$ cat src/rtl/matrix_vector_transform_if.sv
// matrix_vector_transform_if: word memory read/write port of the transform engine
interface matrix_vector_transform_if #(
  parameter int WIDTH = 32
) ();
  logic             rd_req;
  logic [WIDTH-1:0] rd_addr;
  logic             rd_gnt;
  logic             rd_rvalid;
  logic [WIDTH-1:0] rd_rdata;
  logic             wr_req;
  logic [WIDTH-1:0] wr_addr;
  logic [WIDTH-1:0] wr_data;
  logic             wr_gnt;
  modport master (
    output rd_req, rd_addr, wr_req, wr_addr, wr_data,
    input  rd_gnt, rd_rvalid, rd_rdata, wr_gnt
  );
  modport slave (
    input  rd_req, rd_addr, wr_req, wr_addr, wr_data,
    output rd_gnt, rd_rvalid, rd_rdata, wr_gnt
  );
endinterface

$ cat src/rtl/matrix_vector_transform.sv
// matrix_vector_transform: fixed-point DIMxDIM matrix times vector stream engine with matrix reuse
module matrix_vector_transform #(
  parameter int WIDTH   = 32,
  parameter int DIM     = 4,
  parameter int FRAC    = 16,
  parameter int COUNT_W = 14
) (
  input  logic                 clk,
  input  logic                 rst_n,
  input  logic                 start,
  input  logic                 reuse_matrix,
  input  logic [COUNT_W-1:0]   item_count,
  input  logic [WIDTH-1:0]     mat_addr,
  input  logic [WIDTH-1:0]     vec_addr,
  input  logic [WIDTH-1:0]     out_addr,
  matrix_vector_transform_if.master mem,
  output logic                 busy,
  output logic                 done,
  output logic                 mat_valid,
  output logic [COUNT_W-1:0]   items_left
);
  localparam int BYTES = WIDTH / 8;
  localparam int IDX_W = $clog2(DIM * DIM + 1);
  localparam int MI_W  = $clog2(DIM * DIM);
  localparam int DIM_W = $clog2(DIM);
  localparam logic [DIM_W-1:0] LAST = DIM_W'(DIM - 1);
  typedef enum logic [2:0] {IDLE, LD_MAT, LD_VEC, MAC, WR, DONE} state_t;
  state_t state, nextState;
  logic [WIDTH-1:0] matCache [DIM*DIM];
  logic [WIDTH-1:0] vecCache [DIM];
  logic [WIDTH-1:0] matBase, vecPtr, outPtr, acc, term;
  logic [IDX_W-1:0] idx;
  logic [MI_W-1:0]  mIdx;
  logic [DIM_W-1:0] row, col;
  logic             pending, rdFire, rdBeat, wrFire, lastWord;
  logic signed [2*WIDTH-1:0] prod, shifted;
  // Memory handshakes and the single-product multiply for the current row/column
  always_comb begin
    mem.rd_req  = (state == LD_MAT || state == LD_VEC) && !pending;
    mem.rd_addr = !mem.rd_req ? '0 : state == LD_MAT ? matBase + WIDTH'(idx) * WIDTH'(BYTES) : vecPtr;
    mem.wr_req  = state == WR;
    mem.wr_addr = mem.wr_req ? outPtr : '0;
    mem.wr_data = mem.wr_req ? acc : '0;
    rdFire      = mem.rd_req && mem.rd_gnt;
    rdBeat      = pending && mem.rd_rvalid;
    wrFire      = mem.wr_req && mem.wr_gnt;
    lastWord    = idx == (state == LD_MAT ? IDX_W'(DIM * DIM - 1) : IDX_W'(DIM - 1));
    mIdx        = MI_W'(row * DIM + col);
    prod        = (2*WIDTH)'($signed(matCache[mIdx])) * (2*WIDTH)'($signed(vecCache[col]));
    shifted     = prod >>> FRAC;
    term        = shifted[WIDTH-1:0];
    busy        = state != IDLE;
    done        = state == DONE;
  end
  // State register
  always_ff @(posedge clk or negedge rst_n)
    if (!rst_n) state <= IDLE;
    else state <= nextState;
  // Next-state selection
  always_comb begin
    nextState = state;
    unique case (state)
      IDLE:    if (start) nextState = item_count == '0 ? DONE : (reuse_matrix && mat_valid) ? LD_VEC : LD_MAT;
      LD_MAT:  if (rdBeat && lastWord) nextState = LD_VEC;
      LD_VEC:  if (rdBeat && lastWord) nextState = MAC;
      MAC:     if (col == LAST) nextState = WR;
      WR:      if (wrFire) nextState = row != LAST ? MAC : items_left == COUNT_W'(1) ? DONE : LD_VEC;
      DONE:    nextState = IDLE;
      default: nextState = IDLE;
    endcase
  end
  // Pointers, counters, accumulator and matrix-valid flag
  always_ff @(posedge clk or negedge rst_n)
    if (!rst_n) begin
      matBase    <= '0;
      vecPtr     <= '0;
      outPtr     <= '0;
      acc        <= '0;
      idx        <= '0;
      row        <= '0;
      col        <= '0;
      pending    <= 1'b0;
      mat_valid  <= 1'b0;
      items_left <= '0;
    end else begin
      if (state == IDLE && start) begin
        matBase    <= mat_addr;
        vecPtr     <= vec_addr;
        outPtr     <= out_addr;
        items_left <= item_count;
        acc        <= '0;
        idx        <= '0;
        row        <= '0;
        col        <= '0;
        if (item_count != '0 && !(reuse_matrix && mat_valid)) mat_valid <= 1'b0;
      end
      if (rdFire) pending <= 1'b1;
      else if (rdBeat) pending <= 1'b0;
      if (rdBeat) idx <= lastWord ? '0 : idx + IDX_W'(1);
      if (rdBeat && lastWord && state == LD_MAT) mat_valid <= 1'b1;
      if (rdBeat && state == LD_VEC) vecPtr <= vecPtr + WIDTH'(BYTES);
      if (state == MAC) begin
        acc <= acc + term;
        col <= col == LAST ? '0 : col + DIM_W'(1);
      end
      if (wrFire) begin
        outPtr <= outPtr + WIDTH'(BYTES);
        acc    <= '0;
        row    <= row == LAST ? '0 : row + DIM_W'(1);
        if (row == LAST) items_left <= items_left - COUNT_W'(1);
      end
    end
  // Operand caches filled from read data
  always_ff @(posedge clk) begin
    if (rdBeat && state == LD_MAT) matCache[MI_W'(idx)] <= mem.rd_rdata;
    if (rdBeat && state == LD_VEC) vecCache[DIM_W'(idx)] <= mem.rd_rdata;
  end
endmodule
$ cat src/flat_wrapper.sv
// flat-port wrapper written by rule: the top's interface ports become plain ports
module matrix_vector_transform_flat 
#(
  parameter int WIDTH   = 32,
  parameter int DIM     = 4,
  parameter int FRAC    = 16,
  parameter int COUNT_W = 14
)
  (clk, rst_n, start, reuse_matrix, item_count, mat_addr, vec_addr, out_addr, busy, done, mat_valid, items_left, mem_rd_req, mem_rd_addr, mem_wr_req, mem_wr_addr, mem_wr_data, mem_rd_gnt, mem_rd_rvalid, mem_rd_rdata, mem_wr_gnt);
  matrix_vector_transform_if #(.WIDTH(WIDTH)) mem_i ();
  input  logic clk;
  input  logic rst_n;
  input  logic start;
  input  logic reuse_matrix;
  input  logic [COUNT_W-1:0] item_count;
  input  logic [WIDTH-1:0] mat_addr;
  input  logic [WIDTH-1:0] vec_addr;
  input  logic [WIDTH-1:0] out_addr;
  output logic busy;
  output logic done;
  output logic mat_valid;
  output logic [COUNT_W-1:0] items_left;
  output wire logic [$bits(mem_i.rd_req)-1:0] mem_rd_req;
  output wire logic [$bits(mem_i.rd_addr)-1:0] mem_rd_addr;
  output wire logic [$bits(mem_i.wr_req)-1:0] mem_wr_req;
  output wire logic [$bits(mem_i.wr_addr)-1:0] mem_wr_addr;
  output wire logic [$bits(mem_i.wr_data)-1:0] mem_wr_data;
  input wire logic [$bits(mem_i.rd_gnt)-1:0] mem_rd_gnt;
  input wire logic [$bits(mem_i.rd_rvalid)-1:0] mem_rd_rvalid;
  input wire logic [$bits(mem_i.rd_rdata)-1:0] mem_rd_rdata;
  input wire logic [$bits(mem_i.wr_gnt)-1:0] mem_wr_gnt;
  assign mem_rd_req = mem_i.rd_req;
  assign mem_rd_addr = mem_i.rd_addr;
  assign mem_wr_req = mem_i.wr_req;
  assign mem_wr_addr = mem_i.wr_addr;
  assign mem_wr_data = mem_i.wr_data;
  assign mem_i.rd_gnt = mem_rd_gnt;
  assign mem_i.rd_rvalid = mem_rd_rvalid;
  assign mem_i.rd_rdata = mem_rd_rdata;
  assign mem_i.wr_gnt = mem_wr_gnt;
  matrix_vector_transform #(.WIDTH(WIDTH), .DIM(DIM), .FRAC(FRAC), .COUNT_W(COUNT_W)) u_core (.clk(clk), .rst_n(rst_n), .start(start), .reuse_matrix(reuse_matrix), .item_count(item_count), .mat_addr(mat_addr), .vec_addr(vec_addr), .out_addr(out_addr), .mem(mem_i), .busy(busy), .done(done), .mat_valid(mat_valid), .items_left(items_left));
endmodule
$ cat config.mk
export PLATFORM = sky130hd
export DESIGN_NAME = matrix_vector_transform_flat
export DESIGN_NICKNAME = d
export VERILOG_FILES = /design/src/rtl/matrix_vector_transform_if.sv /design/src/rtl/matrix_vector_transform.sv /design/src/flat_wrapper.sv
export SDC_FILE = /design/constraint.sdc
export NUM_CORES = 2
export LEC_CHECK = 0
export ABC_AREA = 1
export CAP_MARGIN = 20
export CORE_MARGIN = 1.5
export CORE_UTILIZATION = 65
export CTS_CLUSTER_SIZE = 16
export DETAILED_ROUTE_END_ITERATION = 6
export GPL_TIMING_DRIVEN = 0
export PLACE_DENSITY = 0.84
export REMOVE_ABC_BUFFERS = 1
export SLEW_MARGIN = 5
export SYNTH_ARGS = -nofsm -noshare
export SYNTH_HDL_FRONTEND = slang
export SYNTH_SLANG_ARGS = --single-unit
$ cat constraint.sdc
create_clock -name clk -period 28 [get_ports clk]
set_clock_uncertainty 0.05 [all_clocks]
set_input_delay 8.4 -clock clk [delete_from_list [all_inputs] [get_ports clk]]
set_output_delay 8.4 -clock clk [all_outputs]
set_load 0.005 [all_outputs]
==> Yosys cells after proc, flatten, opt, wreduce, memory -nomap -nowiden <==
Memories as Yosys holds them, arrays and structs flattened.
Index checks and enable logic that the tools add are counted.
{ "word_totals": {"ff_bits": 156, "ramBits": 640, "out_inout_bits": 115, "wordCells": 108, "memories": 2} }
{ "mem_list": {"columns": ["memory", "depth", "width", "rd", "rd_clocked_by_memory_dff", "wr", "line", "source"], "rows": [
  ["u_core.matCache", 16, 32, 1, 0, 1, "matrix_vector_transform.sv:29", "logic [WIDTH-1:0] matCache [DIM*DIM];"],
  ["u_core.vecCache", 4, 32, 1, 0, 1, "matrix_vector_transform.sv:30", "logic [WIDTH-1:0] vecCache [DIM];"]
]} }
{ "op_classes": {"add_sub_neg": 9, "mul": 1, "eq_ne": 15, "muxes": 42, "reduce_logical": 28} }
{ "ops": {"columns": ["op", "count"], "rows": [
  ["two-way mux 32 bit", 11],
  ["adder 32 x 3 -> 32 bit, second input constant", 2],
  ["multiplier 32 x 32 -> 48 bit", 1],
  ["two-way mux 14 bit", 3],
  ["adder 32 bit", 1],
  ["adder 32 x 7 -> 32 bit", 1],
  ["two-way mux 3 bit", 8],
  ["two-way mux 5 bit", 3],
  ["one-hot mux 3 bit (5 select lines)", 1],
  ["equality test 14 x 1 -> 1 bit, second input constant", 1],
  ["zero test 14 bit", 1],
  ["nonzero test 14 bit", 1],
  ["nonzero test 2 bit", 7],
  ["subtractor 14 x 1 -> 14 bit, second input constant", 1],
  ["two-way mux 2 bit", 6],
  ["logical AND 1 bit", 11],
  ["two-way mux 1 bit", 9],
  ["inequality test 2 x 1 -> 1 bit, second input constant", 4],
  ["equality test 3 x 2 -> 1 bit, second input constant", 2],
  ["equality test 3 bit, second input constant", 2],
  ["nonzero test 3 bit", 2],
  ["adder 5 x 1 -> 5 bit, second input constant", 1],
  ["equality test 5 bit", 1],
  ["AND reduction 5 bit", 1],
  ["other kinds (10)", 14]
]} }

==> Depth between registers and ports, before layout <==
{ "logic_depth": {"ltp_word": 7, "depth_mapped": 55, "ltp_nobuf": 50} }

==> Least setup slack after synthesis <==
OpenSTA, ideal clock, no wires.
{ "synth_path": {"path_kind": "register to output", "start": "register u_core.idx[0]", "end": "output mem_rd_addr[28]", "arrival_time_ps": 2852, "path_slack_ps": 16698, "path_stages_with_launch": 20, "path_buffers": 0, "cell_sequence": "dfrtp_1 ha_1 inv_1 fa_1 inv_1 nand3_1 nand2_1 nand2_1 inv_1 nor2_1 nor2_1 nand3_1 nor3_2 nand3_1 nor3_2 nand3b_2 nor4_4 nand2_1 xor2_1 a21oi_1"} }
{ "synth_between": {"elab_chain_cells": 3} }
{ "synth_rtl": {"columns": ["item", "line", "source"], "rows": [
  ["from (decl)", "matrix_vector_transform.sv:32", "logic [IDX_W-1:0] idx;"],
  ["from (signal assigned)", "matrix_vector_transform.sv:99", "if (rdBeat) idx <= lastWord ? '0 : idx + IDX_W'(1);"],
  ["adder 32 x 7 -> 32 bit", "matrix_vector_transform.sv:40", "mem.rd_addr = !mem.rd_req ? '0 : state == LD_MAT ? matBase + WIDTH'(idx) * WIDTH'(BYTES) : vecPtr;"],
  ["two-way mux 32 bit (2 in a row)", "matrix_vector_transform.sv:40", null],
  ["to (decl)", "flat_wrapper.sv:24", "output wire logic [$bits(mem_i.rd_addr)-1:0] mem_rd_addr;"]
]} }
No other way between the ends.

==> Worst setup path in the final report <==
{ "layout_path": {"start": "register u_core.col[0]", "end": "register u_core.acc[31]"} }
{ "layout_between": {"elab_chain_cells": 6, "word_cells_on_any_way": 7, "classes_between": "add/sub: 2; mul: 1; mux: 2; memory: 2"} }
{ "layout_rtl": {"columns": ["item", "line", "source"], "rows": [
  ["from (decl)", "matrix_vector_transform.sv:34", "logic [DIM_W-1:0] row, col;"],
  ["from (signal assigned)", "matrix_vector_transform.sv:104", "col <= col == LAST ? '0 : col + DIM_W'(1);"],
  ["adder 4 x 2 -> 4 bit", "matrix_vector_transform.sv:48", "mIdx = MI_W'(row * DIM + col);"],
  ["memory read (16 x 32 bit)", null, null],
  ["multiplier 32 x 32 -> 48 bit (*)", "matrix_vector_transform.sv:49", "prod = (2*WIDTH)'($signed(matCache[mIdx])) * (2*WIDTH)'($signed(vecCache[col]));"],
  ["adder 32 bit (*)", "matrix_vector_transform.sv:103", "acc <= acc + term;"],
  ["two-way mux 32 bit (*)", "matrix_vector_transform.sv:102", "if (state == MAC) begin"],
  ["two-way mux 32 bit (*)", "matrix_vector_transform.sv:106", "if (wrFire) begin"],
  ["to (signal assigned)", "matrix_vector_transform.sv:103", null],
  ["to (decl)", "matrix_vector_transform.sv:31", "logic [WIDTH-1:0] matBase, vecPtr, outPtr, acc, term;"]
]} }
Mark *: on every way between the ends. The rest lies on a longest branch, timed or not.
A chain may end at the register's enable or synchronous reset.

==> metrics.csv <==
metric,value,unit
run_status,finished clean,
vias,50940,
ys_seq_elements,796,
totalWireLength,188.8,mm
placement.io_buffers,263,
yosys_warnings,0,
remaining_drc_errors,0,
holdCritPathClass,flop to flop,
critical_path.max_fanout,168,
clk_latency,0.69,ns
routedWlPerCell,22.71,um
detail_route.vias_per_cell,6.126,
clkSlewWorstSetupHoldPaths,0.06,ns
grt_pass1_wl,291.4,mm
via_count_of_the_first_global_routing_pass,52430,
layout.cell_area.non_filler,71660,um^2
synth_cell_type_count,61,
ant_nets,0,
tritoncts,yes,
setup_viol,0,
grt_setup_unrepaired,no,
cts_setup_buffers,0,
floorplan.initialDensity,65.69,%
gp_routability_congestion,0.9981,
die_height,318.6,um
rows,115,
relSlewSlack,5.646,%
post_cts_resize_count,0,
cts_root_buf,sky130_fd_sc_hd__clkbuf_16,
critical_path.reg2reg.startpoint,u_core.col[0],
layout.filler_cells,6735,
reg2reg_depth,44,
worst_path_required_time,28.50,ns
die-width,318.6,um
async_reset_ff_share,19.60,%
postSynthAreaPerCell,9.430,um^2
path_common_cell,sky130_fd_sc_hd__inv_1,
synth-edff-count,640,
post_synth_inst_count,6866,
core_area,98560,um^2
setup_total_negative_slack,0,ns
clockBufferDepth,3,
grt_antenna_before_repair,5,
critical_path.endpoint_type,flop,
pin_count_of_the_biggest_net_entering_global_routing,169,
worst_slack,14.09,ns
cp.arrival,14.41,ns
die_area,101500,um^2
cp_slowest_stage_delay,1.26,ns
holdBufCountCts,0,
place_inst,8157,
numCtsBuffers,83,
grt-ovfl-total,0,
worstHoldEndpoint,u_core.vecPtr[1],
period_needed,13.91,ns
worst_setup_sp_type,flop,
hold_path_depth,2,
dr.pass1.iters,6,
fin_cells,8314,
finalHoldViolCount,0,
cts_num_sinks,796,
worst_slack_at_placement,14.44,ns
maxCapViolations,0,
layout_commonest_cell,sky130_fd_sc_hd__inv_1,
max_freq,71.88,MHz
dr.first_iter.drc_count,6254,
layout_common_cells,"sky130_fd_sc_hd__inv_1, sky130_fd_sc_hd__nand2_1, sky130_fd_sc_hd__nor2_1",
syn_area,64740,um^2
synthToLayoutAreaGrowth,10.68,%
layout-drive-gt1-share,4.058,%
critical_path.reg2reg.endpoint,u_core.acc[31],
slew_viol_final,0,
tightest_slew,1.415,ns
detailed_place_hpwl,134.1,mm
crit_path_top_delay_cell,sky130_fd_sc_hd__clkinv_1,
post-route-period-util,49.69,%
postPlaceCellArea,68870,um^2
setup.reg_to_reg.worst_slack,14.09,ns
path_class,flop to flop,
dominantRegCellSynth,sky130_fd_sc_hd__edfxtp_1,
io_pins,264,
worstHoldStart,u_core.vecPtr[1],
grt_util_all_layers,37.62,%
cts_max_level,3,
register_area,23130,um^2
multi_input_logic_area,35750,um^2
ys_seq_area_share,35.71,%
final_net_count,8160,
[synthesized netlist by cell type, types with 9 or more instances]
cell type	instances	area (um^2)
sky130_fd_sc_hd__o22ai_1	43	269.0
sky130_fd_sc_hd__nand3_1	217	1086
sky130_fd_sc_hd__or2_1	14	87.58
sky130_fd_sc_hd__nor2_1	1029	3862
sky130_fd_sc_hd__dfrtp_1	156	3904
sky130_fd_sc_hd__buf_1	15	56.30
sky130_fd_sc_hd__clkinv_1	17	63.81
sky130_fd_sc_hd__clkbuf_1	194	728.2
sky130_fd_sc_hd__inv_2	22	82.58
sky130_fd_sc_hd__ha_1	210	2628
sky130_fd_sc_hd__nor4_1	15	93.84
sky130_fd_sc_hd__a32oi_1	18	157.7
sky130_fd_sc_hd__nand2_1	1159	4350
sky130_fd_sc_hd__o21ai_1	37	185.2
sky130_fd_sc_hd__or2_2	20	125.1
sky130_fd_sc_hd__buf_2	59	295.3
sky130_fd_sc_hd__nand4_1	26	162.7
sky130_fd_sc_hd__nor3_1	41	205.2
sky130_fd_sc_hd__o21a_1	11	82.58
sky130_fd_sc_hd__o211ai_1	97	728.2
sky130_fd_sc_hd__a31oi_1	23	143.9
sky130_fd_sc_hd__xnor2_1	28	245.2
sky130_fd_sc_hd__nand3b_1	9	67.56
sky130_fd_sc_hd__a22oi_1	10	75.07
sky130_fd_sc_hd__a21oi_1	149	745.7
sky130_fd_sc_hd__inv_1	1205	4523
sky130_fd_sc_hd__o221ai_1	60	525.5
sky130_fd_sc_hd__o21ai_0	311	1556
sky130_fd_sc_hd__edfxtp_1	640	19220
sky130_fd_sc_hd__fa_1	840	16820
sky130_fd_sc_hd__buf_4	34	255.2
sky130_fd_sc_hd__xor2_1	68	595.6
[cell type report]
class | count | area share (%)
Antenna cell | 4 | 0.01397
Clock inverter | 43 | 0.6443
Clock buffer | 104 | 3.080
Sequential cell | 796 | 32.28
Multi-Input combinational cell | 4514 | 49.88
Timing Repair Buffer | 320 | 5.282
Tap cell | 1287 | 2.247
Inverter | 1246 | 6.565
[critical path: cells and delay by family (launching register included)]
family / cells / cell delay [ns]
buffers and inverters: 12 / 3.15
AOI/OAI and AO/OA: 12 / 3.82
and+or+nand+nor: 9 / 1.70
adders and majority gates: 10 / 3.80
xor gates and xnor gates: 1 / 0.27
DFF: 1 / 0.76
[flip-flops by register name, summed over array words and instances (netlist names)]
signal / count
u_core.col: 2
u_core.state: 3
u_core.row: 2
u_core.idx: 5
u_core.mat_valid: 1
u_core.pending: 1
u_core.vecCache: 128
u_core.items_left: 14
u_core.matCache: 512
u_core.outPtr: 32
u_core.matBase: 32
u_core.vecPtr: 32
u_core.acc: 32
[logic make-up (layout without fill, tap and decap cells)]
family	after synthesis	in the layout	synth area share, %
adders and majority gates	1050	1050	30.03
other	0	4	0
xor gates and xnor gates	96	96	1.299
DFF	796	796	35.71
AOI/OAI and AO/OA	808	808	7.620
buffers and inverters	1556	1713	9.433
and+or+nand+nor	2560	2560	15.90
[through the flow]
| step | hold slack [ns] | util (%) |
|---|---|---|
| after floorplan | 0.3992 | - |
| after global placement | 0.4169 | 68.55 |
| after detailed placement | 0.4221 | 69.87 |
| after CTS | 0.4416 | 72.58 |
| after global routing | 0.4726 | 72.70 |
| final | 0.4436 | 72.70 |
[routing by layer]
layer  routed length [um]  track usage (%)
met5                   13                0
met4                14290            24.64
met3                20310            7.371
met2                88600            60.09
met1                65630            47.16
[worst max-delay path by stage]
stage	endpoint	from	slack, ns	cells past startpoint
after floorplan	u_core.acc[27]	u_core.col[0]	10.61	38
after global placement	u_core.acc[31]	u_core.col[0]	0.77	41
after detailed placement	u_core.acc[26]	u_core.col[0]	14.44	43
after CTS	mem_rd_addr[8]	u_core.state[2]	13.99	11
after global routing	u_core.acc[28]	u_core.col[0]	13.59	45
final	u_core.acc[31]	u_core.col[0]	14.09	44
Power is left out: the tool's default activity adds up to more than one toggle a clock period on the data nets, which glitch-free logic cannot reach.
